**src/rtl/rv_mem_arb.sv**
```systemverilog
// Single-port memory arbiter for the RV32I core: one bus transaction at a time between
// instruction fetch and data access, D-over-I priority with alternation, and a bus watchdog.
module rv_mem_arb #(
    parameter int unsigned TIMEOUT = 255
) (
    input  logic        i_clk,
    input  logic        i_rstn,
    input  logic        i_arb_if_req,
    input  logic [31:0] i_arb_if_addr,
    output logic        o_arb_if_valid,
    output logic [31:0] o_arb_if_rdata,
    input  logic        i_arb_d_req,
    input  logic        i_arb_d_we,
    input  logic [2:0]  i_arb_d_bytectrl,
    input  logic [31:0] i_arb_d_addr,
    input  logic [31:0] i_arb_d_wdata,
    output logic        o_arb_d_valid,
    output logic [31:0] o_arb_d_rdata,
    output logic        o_arb_mem_req,
    output logic        o_arb_mem_we,
    output logic [2:0]  o_arb_mem_bytectrl,
    output logic [31:0] o_arb_mem_addr,
    output logic [31:0] o_arb_mem_wdata,
    input  logic        i_arb_mem_ack,
    input  logic [31:0] i_arb_mem_rdata,
    output logic        o_arb_stall,
    output logic        o_arb_err
);
    localparam logic [2:0]  DMEM_BYTECTRL_WORD = 3'b010;
    localparam logic [15:0] WDOG_LAST          = 16'(TIMEOUT - 1);

    typedef enum logic [1:0] { IDLE, BUSY_I, BUSY_D } state_t;

    state_t      state_q, state_d;
    logic        last_d_q, last_d_d;
    logic [15:0] wdog_q, wdog_d;
    logic        mem_req_q, mem_req_d;
    logic        mem_we_q, mem_we_d;
    logic [2:0]  mem_bytectrl_q, mem_bytectrl_d;
    logic [31:0] mem_addr_q, mem_addr_d;
    logic [31:0] mem_wdata_q, mem_wdata_d;
    logic        if_valid_q, if_valid_d;
    logic        d_valid_q, d_valid_d;
    logic [31:0] if_rdata_q, if_rdata_d;
    logic [31:0] d_rdata_q, d_rdata_d;
    logic        err_q, err_d;

    logic busy, ack, abort, if_done, d_done, if_elig, d_elig, grant_window, grant_i, grant_d;

    always_comb begin
        busy         = (state_q != IDLE);
        // mem_req_q is high exactly while busy, so a stale ack is filtered here
        ack          = busy && i_arb_mem_ack;
        abort        = busy && !i_arb_mem_ack && (wdog_q == WDOG_LAST);
        if_done      = (state_q == BUSY_I) && (ack || abort);
        d_done       = (state_q == BUSY_D) && (ack || abort);
        if_elig      = i_arb_if_req && !if_valid_q && !if_done;
        d_elig       = i_arb_d_req && !d_valid_q && !d_done;
        grant_window = (state_q == IDLE) || ack;
        grant_i      = grant_window && if_elig && (last_d_q || !d_elig);
        grant_d      = grant_window && d_elig && !grant_i;
    end

    always_comb begin
        // NOTE: every signal gets its hold/default value first so no path infers a latch.
        state_d        = state_q;
        last_d_d       = last_d_q;
        wdog_d         = wdog_q;
        mem_req_d      = mem_req_q;
        mem_we_d       = mem_we_q;
        mem_bytectrl_d = mem_bytectrl_q;
        mem_addr_d     = mem_addr_q;
        mem_wdata_d    = mem_wdata_q;
        if_valid_d     = 1'b0;
        d_valid_d      = 1'b0;
        if_rdata_d     = if_rdata_q;
        d_rdata_d      = d_rdata_q;
        err_d          = 1'b0;

        if (busy && !ack && !abort) begin
            wdog_d = wdog_q + 16'd1;
        end

        if (abort) begin
            state_d   = IDLE;
            mem_req_d = 1'b0;
            err_d     = 1'b1;
            if (state_q == BUSY_I) begin
                if_valid_d = 1'b1;
                if_rdata_d = 32'h0;
            end else begin
                d_valid_d = 1'b1;
                d_rdata_d = 32'h0;
            end
        end

        if (ack) begin
            state_d   = IDLE;
            mem_req_d = 1'b0;
            if (state_q == BUSY_I) begin
                if_valid_d = 1'b1;
                if_rdata_d = i_arb_mem_rdata;
            end else begin
                d_valid_d = 1'b1;
                if (!mem_we_q) begin
                    d_rdata_d = i_arb_mem_rdata;
                end
            end
        end

        // A grant here overrides the return to IDLE, giving back-to-back transfers
        if (grant_i) begin
            state_d        = BUSY_I;
            last_d_d       = 1'b0;
            wdog_d         = 16'd0;
            mem_req_d      = 1'b1;
            mem_we_d       = 1'b0;
            mem_bytectrl_d = DMEM_BYTECTRL_WORD;
            mem_addr_d     = i_arb_if_addr;
            mem_wdata_d    = 32'h0;
        end else if (grant_d) begin
            state_d        = BUSY_D;
            last_d_d       = 1'b1;
            wdog_d         = 16'd0;
            mem_req_d      = 1'b1;
            mem_we_d       = i_arb_d_we;
            mem_bytectrl_d = i_arb_d_bytectrl;
            mem_addr_d     = i_arb_d_addr;
            mem_wdata_d    = i_arb_d_wdata;
        end
    end

    // NOTE: non-blocking assignments keep every register updating from pre-edge values.
    always_ff @(posedge i_clk) begin
        if (!i_rstn) begin
            state_q        <= IDLE;
            last_d_q       <= 1'b0;
            wdog_q         <= 16'd0;
            mem_req_q      <= 1'b0;
            mem_we_q       <= 1'b0;
            mem_bytectrl_q <= 3'b000;
            mem_addr_q     <= 32'h0;
            mem_wdata_q    <= 32'h0;
            if_valid_q     <= 1'b0;
            d_valid_q      <= 1'b0;
            if_rdata_q     <= 32'h0;
            d_rdata_q      <= 32'h0;
            err_q          <= 1'b0;
        end else begin
            state_q        <= state_d;
            last_d_q       <= last_d_d;
            wdog_q         <= wdog_d;
            mem_req_q      <= mem_req_d;
            mem_we_q       <= mem_we_d;
            mem_bytectrl_q <= mem_bytectrl_d;
            mem_addr_q     <= mem_addr_d;
            mem_wdata_q    <= mem_wdata_d;
            if_valid_q     <= if_valid_d;
            d_valid_q      <= d_valid_d;
            if_rdata_q     <= if_rdata_d;
            d_rdata_q      <= d_rdata_d;
            err_q          <= err_d;
        end
    end

    assign o_arb_mem_req      = mem_req_q;
    assign o_arb_mem_we       = mem_we_q;
    assign o_arb_mem_bytectrl = mem_bytectrl_q;
    assign o_arb_mem_addr     = mem_addr_q;
    assign o_arb_mem_wdata    = mem_wdata_q;
    assign o_arb_if_valid     = if_valid_q;
    assign o_arb_if_rdata     = if_rdata_q;
    assign o_arb_d_valid      = d_valid_q;
    assign o_arb_d_rdata      = d_rdata_q;
    assign o_arb_err          = err_q;
    assign o_arb_stall        = (i_arb_if_req && !if_valid_q) || (i_arb_d_req && !d_valid_q);

endmodule

```
**config.mk**
```make
export PLATFORM = sky130hd
export DESIGN_NAME = rv_mem_arb
export DESIGN_NICKNAME = d
export VERILOG_FILES = /design/src/rtl/rv_mem_arb.sv
export SDC_FILE = /design/constraint.sdc
export NUM_CORES = 1
export LEC_CHECK = 0
export CAP_MARGIN = 0
export CORE_MARGIN = 1.5
export CORE_UTILIZATION = 45
export DETAILED_ROUTE_END_ITERATION = 8
export PLACE_DENSITY = 0.86
export SKIP_CTS_REPAIR_TIMING = 1
export SLEW_MARGIN = 20
export SYNTH_ARGS = -nofsm -noshare
export SYNTH_HDL_FRONTEND = slang
export SYNTH_SLANG_ARGS = --single-unit
```
**constraint.sdc**
```tcl
create_clock -name i_clk -period 5.6 [get_ports i_clk]
set_input_delay 1.4 -clock i_clk [delete_from_list [all_inputs] [get_ports i_clk]]
set_output_delay 1.4 -clock i_clk [all_outputs]
set_load 0.01 [all_outputs]
```
==> impl_results.rst, run 1 <==
.. list-table::
   :header-rows: 1

   * - Metric
     - Value
   * - Worst hold start
     - o_arb_d_rdata[22]
   * - Area growth, synth to finish
     - 57.5%
   * - #FFs+latches synth
     - about 160
   * - Type of the setup path with the least slack
     - primary input to output port
   * - Busiest layer in global routing
     - met2
   * - Critical path fanouts, max
     - 35
   * - First-iteration detailed-routing DRC count
     - 319
   * - Final weighted congestion of routability-driven global placement
     - around 0.83
   * - Wire length of the first global-routing pass
     - roughly 30000 um
   * - Post-layout util
     - 0.723
   * - Total number of vias
     - about 5700
   * - GRT met1 Usage
     - 0.304
   * - Unrepaired setup endpoints after global routing
     - no
   * - Largest net degree at the start of global routing
     - roughly 80
   * - Count of maximum capacitance violations
     - 0
   * - Synth Area in Compound Gates
     - 0.237
   * - Simple logic cell fraction of the synthesized area
     - 0.0886
   * - Final total power
     - ~0.0030 W
   * - Cell count after placement
     - 957
   * - Proportion of power drawn by combinational gates
     - 0.191
   * - Row cnt
     - 42
   * - First drt pass iteration count
     - 5
   * - Library cell used as clock root buffer
     - clkbuf_16
   * - Die X
     - roughly 120 um
   * - Sink count of the clock tree
     - 155
   * - Seq pwr share
     - 0.410
   * - Number of buffers created by CTS
     - 17
   * - Port Buffers
     - 273
   * - Inserted Diodes
     - 0
   * - Global-route track usage on met2
     - 0.464
   * - Source of the worst register-to-register timing path
     - state_q[1]
   * - Launch point of the critical path
     - i_arb_if_req
   * - Critical path launch point type
     - primary input
   * - Post-DP HPWL
     - 13200 um
   * - Share of cells above drive strength 1
     - 0.0812
   * - Cell Pwr Density
     - about 310 nW/um2
   * - Average vias per placed instance
     - 5.78
   * - Fraction of synthesized cell area taken by the top area cell type
     - 0.514
   * - Final Hold Vio Count
     - 0
   * - Clock skew after layout
     - between 0.009 and 0.01 ns
   * - Worst setup endpoint
     - o_arb_stall
   * - Signal arrival time at the worst endpoint
     - about 2.8 ns
   * - Number of antenna violations at the first check in global routing
     - 0
   * - Starting density of the core
     - 0.459
   * - Number of non-filler instances in the completed layout
     - 989
   * - Kind of path behind the tightest hold check
     - flip-flop to flip-flop
   * - Reported net switching power
     - roughly 0.00078 W
   * - Sort of element at the end of the critical path
     - output port
   * - Number of top-level design ports
     - ~270
   * - Worst Reg2Reg Path Length in Cells
     - 5
   * - Final worst path period share
     - 0.754
   * - Seq/Total Area, Yosys
     - 0.514
   * - Grt total ovfl
     - 0
   * - Global-route usage over all layers
     - 0.268
   * - Highest clock frequency the design can meet
     - roughly 0.24 GHz
   * - Combinational family with the most area after synthesis
     - compound AO/OA/AOI/OAI gates
   * - Worst hold margin
     - roughly 0.48 ns
   * - Max Buffers Root-to-Sink
     - 2
   * - Maximum vdd ir drop
     - roughly 230 uV
   * - Yosys top cell by area
     - dfxtp_1
   * - Post-Synth XOR/XNOR Area
     - 0.00145
   * - Multiplexer fraction of the synthesized cell area
     - 0.113
   * - Average detailed-routed wire length per instance
     - roughly 19 um
   * - Number of global-route vias before repair
     - a little under 6000
   * - Final Max Slew Viols
     - 0
   * - Adder-Cell Fraction of Synth Area
     - 0.00415
   * - Headroom to the max-slew limit
     - 0.330
   * - Die outline area
     - ~14000 um2
   * - Cell-internal power
     - roughly 0.0022 W
   * - Reported leakage power
     - 3.40 nW
   * - Number of synthesis warnings
     - 0
   * - Mean post-synth cell area
     - around 11 um2
   * - Net count of the finished layout
     - ~940
   * - Flip-flop cell with the highest count after synthesis
     - dfxtp_1
   * - Final total negative setup slack
     - 0 ns
   * - Total standard cell area after synthesis
     - about 6000 um2
   * - Most area-consuming cells after synthesis
     - dfxtp_1 51%, mux2i_1 11%, a22o_1 9.3%
   * - Data required time at the worst endpoint
     - 4.20 ns
   * - Count of different cell masters after synthesis
     - between 40 and 50
   * - Final setup fails
     - 0
   * - Syn_nets
     - approximately 700
   * - DIE HEIGHT
     - around 120 um
   * - Met3 usage
     - 0.0632
   * - FFs w/ async S/R, synth
     - 0
   * - Number of flops mapped to enable cells by yosys
     - 0
   * - Measured slew at the worst slew-check pin
     - 1.00 ns
   * - H-tree lvl count
     - 4
   * - TritonCTS clock tree
     - done
   * - Result of the run
     - complete, no violations
   * - Fraction of power spent switching nets
     - 0.260
   * - Endpoint of the lowest-slack register-to-register path
     - o_arb_mem_wdata[0]
   * - Reg-to-reg setup timing slack
     - around 3 ns
   * - Routed WL
     - roughly 19000 um
   * - Clock group share of total power
     - 0.398
   * - Clock latency reported for the late side of the worst-skew pair
     - about 0.42 ns
   * - Remaining antenna violation count after routing
     - 0
   * - Synthesized instance count
     - 551
   * - Area inside the core boundary
     - 13100 um2
   * - DRC violation count after routing
     - 0
   * - Clock-pin slew of the registers on the worst-case setup and hold paths
     - 0.06 ns
   * - Time the worst path needs with I/O delays and setup
     - between 4 and 5 ns
[synthesized netlist by cell type (2+ instances only)]
cell       instances
buf_4              3
a2111oi_2          9
a2111oi_0          6
o21ai_0           10
nand2b_1           2
nand4_1            5
o31a_1             2
ha_1               2
o31ai_1            6
a22o_1            64
nand2_1           11
and2_1             2
nor4_1             4
nand3_1            7
clkbuf_1          33
mux2i_1           68
buf_2             16
or4_1              6
dfxtp_1          155
nor3_1            40
a21oi_1            4
a211oi_1          64
or3_1              7
nor2_1             3
inv_1              4
[per-stage QoR]
step                      worst slack, ns  area, um2
final                                1.38       9500
after detailed placement             1.37       8880
after global placement               1.39       8880
after CTS                            1.38       9500
after floorplan                      2.10       6030
after global routing                 1.30       9500
[metal layers]
metal | up-vias | part of all wire | wire, um
met5 | - | 0 | 0
met4 | 0 | 0.044 | 838
met3 | 56 | 0.063 | 1200
met1 | 2757 | 0.38 | 7300
li1 | 2648 | - | -
met2 | 255 | 0.51 | 9740
[kinds of logic (layout without fill, tap and decap cells)]
group	Yosys count	after routing
xor gates and xnor gates	1	1
buffers and inverters	58	320
DFF	155	155
AOI/OAI and AO/OA	173	173
muxes	68	68
and+or+nand+nor	94	94
adders and majority gates	2	2
[flip-flops by register name (all words and copies together), names as in the netlist]
register	cells
o_arb_mem_req	1
o_arb_mem_addr	32
o_arb_mem_wdata	32
o_arb_d_rdata	32
o_arb_d_valid	1
o_arb_err	1
o_arb_mem_we	1
o_arb_mem_bytectrl	3
o_arb_if_valid	1
wdog_q	16
last_d_q	1
o_arb_if_rdata	32
state_q	2
[worst max-delay path: stages]
cell             delay, ns
clkdlybuf4s50_1       0.41
nand2b_1              0.07
buf_4                 0.35
nand2_1               0.10
clkdlybuf4s50_1       0.49
[worst min path at each step]
stage	to	cells past startpoint	slack, ns
2_1_floorplan	last_d_q	2	0.48
3_3_place_gp	o_arb_d_rdata[5]	1	0.46
3_5_place_dp	o_arb_d_rdata[18]	1	0.46
4_1_cts	o_arb_d_rdata[22]	1	0.48
5_1_grt	o_arb_d_rdata[28]	1	0.48
6_report	o_arb_d_rdata[22]	1	0.48
[final cells by class]
type	count	area (um2)
tap	176	220
fill	934	3640
clock inverter	13	168
timing repair buffer	283	2820
inverter	5	18.8
sequential	155	3100
multi-input combinational	338	2720
clock buffer	19	453
[power groups by stage]
stage,Combinational [W],Sequential (W),Clock (W)
6_report,0.000572,0.00123,0.00119
5_1_grt,0.000607,0.00123,0.00126
4_1_cts,0.000573,0.00123,0.00121
3_5_place_dp,0.000569,0.00125,0
3_3_place_gp,0.000554,0.00124,0
2_1_floorplan,0.000236,0.00127,0
[placed cells by master (no fill, tap or decap), types with 2 or more instances in the layout]
master | Yosys | routed
nand3_1 | 7 | 7
inv_1 | 4 | 4
a22o_1 | 64 | 64
clkinvlp_4 | 0 | 5
a21oi_1 | 4 | 3
a211oi_1 | 64 | 64
or4_1 | 6 | 6
nor3_1 | 40 | 39
o31ai_1 | 6 | 6
buf_4 | 3 | 9
clkbuf_8 | 0 | 2
a2111oi_0 | 6 | 6
a2111oi_2 | 9 | 9
mux2i_1 | 68 | 68
nand2_1 | 11 | 11
bufinv_16 | 0 | 3
nand4_1 | 5 | 5
ha_1 | 2 | 2
clkbuf_16 | 0 | 17
o31a_1 | 2 | 2
nor2_1 | 3 | 3
and2_1 | 2 | 2
dfxtp_1 | 155 | 155
clkdlybuf4s50_1 | 0 | 273
clkinv_4 | 0 | 3
or3_1 | 7 | 7
o21ai_0 | 10 | 10
nand2b_1 | 2 | 2
nor4_1 | 4 | 3
a21oi_4 | 0 | 2
(Power assumes the default switching activity.)
==> inputs of run 2 (changes only) <==
--- a/config.mk
+++ b/config.mk
@@ -7,9 +7,9 @@
 export LEC_CHECK = 0
 export CAP_MARGIN = 0
 export CORE_MARGIN = 1.5
-export CORE_UTILIZATION = 45
+export CORE_UTILIZATION = 38
 export DETAILED_ROUTE_END_ITERATION = 8
-export PLACE_DENSITY = 0.86
+export PLACE_DENSITY = 0.77
 export SKIP_CTS_REPAIR_TIMING = 1
 export SLEW_MARGIN = 20
 export SYNTH_ARGS = -nofsm -noshare
==> constraint.sdc (replaced) <==
create_clock -name i_clk -period 3.6 [get_ports i_clk]
set_input_delay 0.9 -clock i_clk [delete_from_list [all_inputs] [get_ports i_clk]]
set_output_delay 0.9 -clock i_clk [all_outputs]
set_load 0.01 [all_outputs]
==> run 2 against run 1 <==
Against the previous run: global-route usage decreased by 3.8 points; critical path depth decreased by 1; wire length increased by 1.8%; die area increased by 18%; sequential share of layout area decreased by 0.28 points; power increased by 54%; highest routed layer unchanged.
==> impl_results.rst, run 2 (same netlist as run 1, synthesis figures left out) <==
.. list-table::
   :header-rows: 1

   * - Metric
     - Value
   * - Global-route usage over all layers
     - 0.230 (was 0.268)
   * - Launch point of the critical path
     - i_arb_d_req (was i_arb_if_req)
   * - Inserted Diodes
     - 0 (unchanged)
   * - Sort of element at the end of the critical path
     - output port (unchanged)
   * - Dpl ws
     - 0.440 ns (was 1.37 ns)
   * - Source of the worst register-to-register timing path
     - wdog_q[0] (was state_q[1])
   * - Cell count after placement
     - 998 (was 957)
   * - Net count of the finished layout
     - 945 (was 939)
   * - Number of non-filler instances in the completed layout
     - 1030 (was 989)
   * - Worst Reg2Reg Path Length in Cells
     - 6 (was 5)
   * - DRC violation count after routing
     - 0 (unchanged)
   * - H-tree lvl count
     - 4 (unchanged)
   * - Routed WL
     - 19400 um (was 19100 um)
   * - Final Hold Vio Count
     - 0 (unchanged)
   * - Final setup fails
     - 0 (unchanged)
   * - Wire length of the first global-routing pass
     - 29800 um (was 29900 um)
   * - Library cell used as clock root buffer
     - clkbuf_16 (unchanged)
   * - Reported leakage power
     - 3.43 nW (was 3.40 nW)
   * - Final total negative setup slack
     - 0 ns (unchanged)
   * - Die outline area
     - 16600 um2 (was 14100 um2)
   * - Kind of path behind the tightest hold check
     - flip-flop to flip-flop (unchanged)
   * - Most frequent cells in the layout
     - 273 x clkdlybuf4s50_1, 155 x dfxtp_1, 68 x mux2i_1, 64 x a22o_1, 64 x a211oi_1 (unchanged)
   * - Post-DP HPWL
     - 13500 um (was 13200 um)
   * - Average detailed-routed wire length per instance
     - 18.9 um (was 19.3 um)
   * - Count of maximum capacitance violations
     - 0 (unchanged)
   * - Min setup slack post-route
     - 0.548 ns (was 1.38 ns)
   * - Clock skew after layout
     - 0.00959 ns (was 0.00929 ns)
   * - DIE HEIGHT
     - 129 um (was 119 um)
   * - Measured slew at the worst slew-check pin
     - 0.623 ns (was 1.00 ns)
   * - Highest clock frequency the design can meet
     - about 0.33 GHz
   * - TritonCTS clock tree
     - done (unchanged)
   * - Grt total ovfl
     - 0 (unchanged)
   * - Die X
     - 129 um (was 119 um)
   * - Final Max Slew Viols
     - 0 (unchanged)
   * - Reg-to-reg setup timing slack
     - 1.28 ns (was 2.99 ns)
   * - Number of antenna violations at the first check in global routing
     - 0 (unchanged)
   * - Starting density of the core
     - 0.392 (was 0.459)
   * - Final weighted congestion of routability-driven global placement
     - 0.794 (was 0.826)
   * - Average vias per placed instance
     - 5.43 (was 5.78)
   * - Time the worst path needs with I/O delays and setup
     - between 3 and 4 ns
   * - Row cnt
     - 45 (was 42)
   * - Area growth, synth to finish
     - 58.8% (was 57.5%)
   * - Headroom to the max-slew limit
     - 0.579 (was 0.330)
   * - Maximum vdd ir drop
     - 312 uV (was 232 uV)
   * - Clock latency reported for the late side of the worst-skew pair
     - 0.42 ns (about the same)
   * - Endpoint of the lowest-slack register-to-register path
     - wdog_q[4] (was o_arb_mem_wdata[0])
   * - Sink count of the clock tree
     - 155 (unchanged)
   * - Clock-pin slew of the registers on the worst-case setup and hold paths
     - 0.06 ns (about the same)
   * - Number of top-level design ports
     - 274 (unchanged)
   * - Remaining antenna violation count after routing
     - 0 (unchanged)
   * - First-iteration detailed-routing DRC count
     - 285 (was 319)
   * - Data required time at the worst endpoint
     - 2.70 ns (was 4.20 ns)
   * - Share of cells above drive strength 1
     - 0.0867 (was 0.0812)
   * - Port Buffers
     - 273 (unchanged)
   * - Unrepaired setup endpoints after global routing
     - no (unchanged)
   * - Max Buffers Root-to-Sink
     - 2 (unchanged)
   * - Result of the run
     - complete, no violations (unchanged)
   * - Critical path fanouts, max
     - 3 (was 35)
   * - Final worst path period share
     - 0.848
   * - Number of buffers created by CTS
     - 17 (unchanged)
   * - Cell Pwr Density
     - 480 nW/um2 (was 315 nW/um2)
   * - Critical path launch point type
     - primary input (unchanged)
   * - Most common library cell in the layout ignoring fill and taps
     - clkdlybuf4s50_1 (unchanged)
   * - Largest net degree at the start of global routing
     - 75 (was 79)
   * - Signal arrival time at the worst endpoint
     - 2.15 ns (was 2.82 ns)
   * - Worst setup endpoint
     - o_arb_stall (unchanged)
   * - Number of global-route vias before repair
     - 5704 (was 5853)
   * - Area inside the core boundary
     - 15400 um2 (was 13100 um2)
   * - Total number of vias
     - 5594 (was 5716)
   * - First drt pass iteration count
     - 4 (was 5)
   * - Type of the setup path with the least slack
     - primary input to output port (unchanged)
-- run 2: how the worst min path moves through the flow --
stage	from	to	slack, ns	depth (start not counted)
3_5_place_dp	o_arb_d_rdata[24]	o_arb_d_rdata[24]	0.45	1
5_1_grt	o_arb_d_rdata[9]	o_arb_d_rdata[9]	0.49	1
3_3_place_gp	o_arb_d_rdata[10]	o_arb_d_rdata[10]	0.46	1
4_1_cts	o_arb_d_rdata[6]	o_arb_d_rdata[6]	0.48	1
2_1_floorplan	last_d_q	last_d_q	0.48	2
6_report	o_arb_d_rdata[5]	o_arb_d_rdata[5]	0.48	1
-- run 2: power breakdown --
group / switching (W) / internal [W]
clock: 0.000744 / 0.00103
combinational: 0.000418 / 0.000495
sequential: 0.0000739 / 0.00183
-- run 2: per-stage QoR --
| step | hold slack, ns | utilization | total power, W | cell area [um2] |
|---|---|---|---|---|
| after global routing | 0.489 | 0.623 | 0.00477 | 9580 |
| after CTS | 0.478 | 0.623 | 0.00463 | 9580 |
| after detailed placement | 0.454 | 0.585 | 0.00285 | 8990 |
| final | 0.475 | 0.623 | 0.00460 | 9580 |
| after global placement | 0.456 | 0.585 | 0.00283 | 8990 |
| after floorplan | 0.479 | - | 0.00235 | 6030 |
-- run 2: cell type report --
class	instances	area (um2)
Tap cell	211	264
Sequential cell	155	3100
Clock inverter	15	165
Inverter	5	18.8
Multi-Input combinational cell	338	2720
Fill cell	1184	5790
Clock buffer	17	425
Timing Repair Buffer	289	2890
-- run 2: worst max-delay path, cell delays in order --
cell and delay (ns):
clkdlybuf4s50_1 0.46, nand2b_1 0.15, nand2_1 0.10, clkdlybuf4s50_1 0.54
-- run 2: per-layer routing --
layer,part of all wire,global-route usage,wire length (um)
met5,0,0,0
met4,0.035,0.109,672
met3,0.055,0.0628,1060
met2,0.51,0.394,9820
met1,0.41,0.267,7880
